[src/rtl/instr_fetch_unit.sv]
// Instruction fetch controller: owns the PC, reads instruction RAM, holds the word in IR
// and offers it to the decoder over valid/ready. Supports branch redirect and halt.
module instr_fetch_unit #(
  parameter int unsigned          ADDR_W   = 24,
  parameter int unsigned          DATA_W   = 24,
  parameter logic [ADDR_W-1:0]    RESET_PC = '0,
  parameter int unsigned          MEM_LAT  = 1
) (
  input  logic              clk,
  input  logic              rst,
  output logic              iram_read,
  output logic [ADDR_W-1:0] iram_addr,
  input  logic [DATA_W-1:0] iram_data,
  output logic [DATA_W-1:0] ir_out,
  output logic              ir_valid,
  input  logic              ir_ready,
  output logic [ADDR_W-1:0] pc_out,
  input  logic              branch_en,
  input  logic [ADDR_W-1:0] branch_addr,
  input  logic              halt
);

  localparam int unsigned CNT_W = (MEM_LAT > 1) ? $clog2(MEM_LAT) : 1;

  typedef enum logic [1:0] {S_IDLE, S_FETCH, S_HOLD, S_HALTED} state_t;

  state_t             r_state, w_next;
  logic [ADDR_W-1:0]  r_pc;
  logic [CNT_W-1:0]   r_cnt;
  logic               r_read, r_valid;
  logic [DATA_W-1:0]  r_ir;
  logic [ADDR_W-1:0]  r_pc_out;
  logic               w_cap, w_xfer, w_last;

  assign w_xfer = r_valid & ir_ready;
  assign w_last = (r_cnt == CNT_W'(MEM_LAT - 1));

  always_comb begin
    w_next = r_state;
    w_cap  = 1'b0;
    case (r_state)
      S_IDLE:   w_next = halt ? S_HALTED : S_FETCH;
      S_FETCH: begin
        if (halt) w_next = S_HALTED;
        else if (w_last) begin
          w_cap  = 1'b1;
          w_next = S_HOLD;
        end
      end
      S_HOLD:   if (w_xfer) w_next = halt ? S_HALTED : S_FETCH;
      S_HALTED: if (!halt) w_next = S_FETCH;
      default:  w_next = S_IDLE;
    endcase
    // A redirect overrides everything, including a completing read
    if (branch_en) begin
      w_next = halt ? S_HALTED : S_FETCH;
      w_cap  = 1'b0;
    end
  end

  always_ff @(posedge clk or posedge rst) begin
    if (rst) begin
      r_state  <= S_IDLE;
      r_pc     <= RESET_PC;
      r_cnt    <= '0;
      r_read   <= 1'b0;
      r_valid  <= 1'b0;
      r_ir     <= '0;
      r_pc_out <= '0;
    end else begin
      r_state <= w_next;
      r_read  <= (w_next == S_FETCH);

      if (branch_en)  r_pc <= branch_addr;
      else if (w_cap) r_pc <= r_pc + 1'b1;

      if (r_state == S_FETCH && w_next == S_FETCH && !branch_en) r_cnt <= r_cnt + 1'b1;
      else                                                      r_cnt <= '0;

      if (branch_en)   r_valid <= 1'b0;
      else if (w_cap)  r_valid <= 1'b1;
      else if (w_xfer) r_valid <= 1'b0;

      if (w_cap) begin
        r_ir     <= iram_data;
        r_pc_out <= r_pc;
      end
    end
  end

  assign iram_read = r_read;
  assign iram_addr = r_pc;
  assign ir_out    = r_ir;
  assign ir_valid  = r_valid;
  assign pc_out    = r_pc_out;

endmodule

[config.mk]
export PLATFORM = sky130hd
export DESIGN_NAME = instr_fetch_unit
export DESIGN_NICKNAME = d
export VERILOG_FILES = /design/src/rtl/instr_fetch_unit.sv
export SDC_FILE = /design/constraint.sdc
export NUM_CORES = 1
export LEC_CHECK = 0
export BUFFER_PORTS_ARGS = -buffer_cell sky130_fd_sc_hd__buf_2
export CORE_MARGIN = 1.5
export CORE_UTILIZATION = 41
export CTS_CLUSTER_SIZE = 12
export DETAILED_ROUTE_END_ITERATION = 10
export GPL_ROUTABILITY_DRIVEN = 0
export PLACE_DENSITY_LB_ADDON = 0.05
export SKIP_LAST_GASP = 1
export SYNTH_ARGS = -nofsm -noshare
export SYNTH_HDL_FRONTEND = slang
export SYNTH_SLANG_ARGS = --single-unit
[constraint.sdc]
create_clock -name clk -period 2.9 [get_ports clk]
set_input_delay 0.29 -clock clk [delete_from_list [all_inputs] [get_ports clk]]
set_output_delay 0.29 -clock clk [all_outputs]
set_load 0.05 [all_outputs]
# Yosys cells after proc, flatten, opt, wreduce, memory -nomap -nowiden
# Index checks and enable logic that the tools add are counted.
# totals
ff_bits	77
in_bits	53
# classes
n_addsub	2
eq_ne	4
n_mux	17
bitwise_logic	1
n_reduce_logical	6
# ops
cell	n
two-way mux 24 bit	2
adder 24 x 1 -> 24 bit, second input constant	1
two-way mux 2 bit	6
two-way mux 1 bit	8
case mux 2 bit (4 select lines)	1
== test 2 x 1 -> 1 bit, second input constant	2
== test 2 bit, second input constant	2
nonzero test 3 bit	1
logical AND 1 bit	2
logical NOT 2 bit	1
nonzero test 2 bit	1
adder 1 bit, second input constant	1
AND 1 bit	1
logical NOT 1 bit	1

# Longest topological paths before layout
# logic_depth
depth_word	8
ltp_mapped	6

# Worst setup path after synthesis
# Ideal clock, no wire load.
# synth_timing
kind	register to register
start	reg r_pc[4] (netlist: iram_addr[4])
end	reg r_pc[23] (netlist: iram_addr[23])
arrival_ps	2335
t_required_ps	2818
slack_ps	483
path_stages_with_launch	6
path_buffers	1
period_less_slack_ps	2417
path_cell_list	dfrtp_1 > nand4_1 > or4_1 > clkbuf_1 > or4_1 > a31oi_1
# synth_between
elab_chain_cells	3
# synth_lines
element	line_no	source
start: declaration	28	logic [ADDR_W-1:0] r_pc;
start signal: assignment	74	if (branch_en) r_pc <= branch_addr;
start signal: assignment	75	else if (w_cap) r_pc <= r_pc + 1'b1;
adder 24 x 1 -> 24 bit	75	
two-way mux 24 bit	75	
two-way mux 24 bit	74	
# Every way passes these cells. The select of a mux whose other input is x is not followed.
# A chain may end at the register's enable or synchronous reset.

# Worst setup path in the final report
# layout_timing
start	reg r_state[1]
end	reg r_pc[20] (netlist: iram_addr[20])
# layout_between
elab_chain_cells	4
# layout_lines
element	line_no	source
start: declaration	27	state_t r_state, w_next;
start signal: assignment	71	r_state <= w_next;
== test 2 x 1 -> 1 bit	41	case (r_state)
two-way mux 1 bit	41	
two-way mux 1 bit	55	if (branch_en) begin
nonzero test 2 bit (no source line)	n/a	
# Every way passes these cells.

==> results.toml <==
[run_status]
status = "finished clean"

[logic_synthesis]
yosysTopAreaCellShare_pct = 57.25
yosysMostFrequentCell = "dfrtp_1"
ys_top_cells_by_area = "dfrtp_1 57%, mux2_2 16%, o21ai_0 2.4%"
ys_ff_latch = 77
synth-main-ff-cell = "dfrtp_1"
syn_area_per_cell_sq_um = 12.02
synth_area_sq_um = 3366
async_flop_share_pct = 100.0
synth_cell_type_count = 38
synth_commonest_cells = "77 x dfrtp_1, 48 x mux2_2, 19 x nand2_1"
yosysSeqAreaShare_pct = 57.25
synth_nets = 334
synth_area_leader_cell = "dfrtp_1"
synth-edff-count = 0
synth_cells = 280
yosysWarnings = 0

[drt]
first_iter_violations = 60
wl_mm = 7.888
via_count = 2679
first_pass_iters = 4
drc_errors = 0
drtAntennaViolNets = 0
routed_via_density = 5.232
wire_per_inst_microns = 15.41

[clock_network]
cts.sinks = 77
root_buffer = "clkbuf_8"
numCtsBuffers = 9
ctsLongestPathBuffers = 2
cts_tree = "yes"
cts_hold_buffers = 0
cts_resized = 0
cts_max_level = 3
postCtsSetupRepairBufs = 0
clock_latency_ps = 340
path_clk_slew_ps = 80

[placement]
numPortBuffers = 126
dp_hpwl_mm = 5.620
dpl.cell_count = 497
place_area_sq_um = 4120

[global_route]
grt_pass1_wl_mm = 12.67
grtUsageTotal_pct = 18.97
overflow = 0
antenna_found_initial = 1
grt_max_degree = 45
grt_pass1_vias = 2516

[setup_path]
crit_required_ps = 3160
reg2reg_depth = 4
timing.rr.end = "iram_addr[20]"
path_buf_inv = 0
r2r-start = "r_state[1]"
critPathMaxFanout = 6
crit_slowest_cell = "or4b_1"
critPathArrivalTime_ps = 2700
cp_slowest_stage_delay_ps = 700
cp_top_family = "simple AND/OR/NAND/NOR gates"
end_kind = "register"
rrSetupSlack_ps = 460
startpoint_type = "register"
path_class = "reg -> reg"
cp_cell_sequence = "or4b_1 -> or4_4 -> or4_1 -> a31oi_1"

[sta]
fin_crit_sh_pct = 84.03
clock_skew_ps = 8.028
slew_headroom_pct = 52.66
finalSetupTns_ps = 0
tightest_slew_ps = 709.3
finalMaxSlewViolations = 0
fin_crit_ps = 2437
whs_ps = 25.63
rsz0062_at_grt = "no"
finalSetupViolations = 0
fmax_mhz = 410.4
hold_violations = 0

[worst_hold_path]
holdCritPathClass = "in -> async"

[power_and_ir_drop]
peakVddDrop_mv = 0.4607
power_density_nw_per_um2 = 860.7
power_w = 0.003747
leakage_nw = 1.987

[layout]
drive_above_1_share_pct = 48.78
final_cells = 512
area_growth_pct = 29.33
antenna_cells = 0
fillerInstances = 759
layout.nets = 460
final_area_sq_um = 4353

[floorplan]
rows = 32
io-pin-count = 127
start_util_pct = 42.89
die_area_sq_um = 8762
fp.dieH_microns = 93.61
coreArea_sq_um = 7848
chipWidth_microns = 93.61

[run]
drv_cap = 0
-- per-stage QoR --
step | util [%] | setup WS [ps]
4_1_cts | 55.47 | 452.0
3_5_place_dp | 52.50 | 480.9
2_1_floorplan | - | 483.3
6_report | 55.47 | 463.1
5_1_grt | 55.47 | 367.8
3_3_place_gp | 52.50 | 555.9
-- worst max path at each step --
stage | depth (start not counted) | startpoint | to | slack [ps]
floorplan | 5 | iram_addr[4] | iram_addr[23] | 480
global placement | 5 | halt | iram_addr[20] | 560
detailed placement | 4 | r_state[1] | iram_addr[20] | 480
CTS | 4 | r_state[1] | iram_addr[20] | 450
global route | 4 | r_state[1] | iram_addr[20] | 370
finish | 4 | r_state[1] | iram_addr[20] | 460
-- sequential cells by signal, indices dropped and copies added (netlist names) --
| signal | flops |
|---|---|
| pc_out | 24 |
| ir_out | 24 |
| iram_read | 1 |
| r_cnt | 1 |
| ir_valid | 1 |
| iram_addr | 24 |
| r_state | 2 |
-- routing by layer --
layer / wire (microns) / global-route usage [%] / vias to the layer above
li1: - / - / 1281
met1: 3632 / 25.63 / 1299
met2: 3631 / 29.05 / 85
met3: 490 / 4.553 / 12
met4: 120 / 8.209 / 2
met5: 12 / 0 / -
-- cells in the final DEF (no fill, tap or decap), types with 4 or more instances in the layout --
cell type and instances:
buf_2 126, dfrtp_1 77, mux2_2 48, nand2_1 19
o21ai_0 16, nand3_1 14, nor2_1 12, clkbuf_8 12
a31oi_1 10, or4_1 9, nand4_1 8, o31ai_1 7
xor2_1 6, xnor2_1 4
-- cells by family (layout without fill, tap and decap cells) --
kind of cell               count (synthesis)  in the layout  share of synthesized area (%)
adders and majority gates                  1              1                         0.3717
muxes                                     50             50                          16.65
xor gates and xnor gates                  10             10                          2.602
buffers and inverters                     19            149                          2.268
other                                      1              1                         0.1114
AOI/OAI and AO/OA                         40             40                          7.361
and+or+nand+nor                           82             82                          13.38
DFF                                       77             77                          57.25
-- layout make-up --
| class | instances | area (sq um) | share of cell area [%] |
|---|---|---|---|
| clock buffer | 12 | 165.2 | 3.794 |
| inverter | 4 | 16.27 | 0.3737 |
| sequential | 77 | 1927 | 44.27 |
| clock inverter | 3 | 67.56 | 1.552 |
| timing repair buffer | 130 | 673.1 | 15.46 |
| multi-input combinational | 184 | 1376 | 31.62 |
| tap | 102 | 127.6 | 2.932 |
-- where the power goes --
part / switching (W) / internal [W]
combinational: 0.00102 / 0.000353
clock: 0.000387 / 0.000551
sequential: 0.000144 / 0.00129
(Power assumes the default switching activity.)
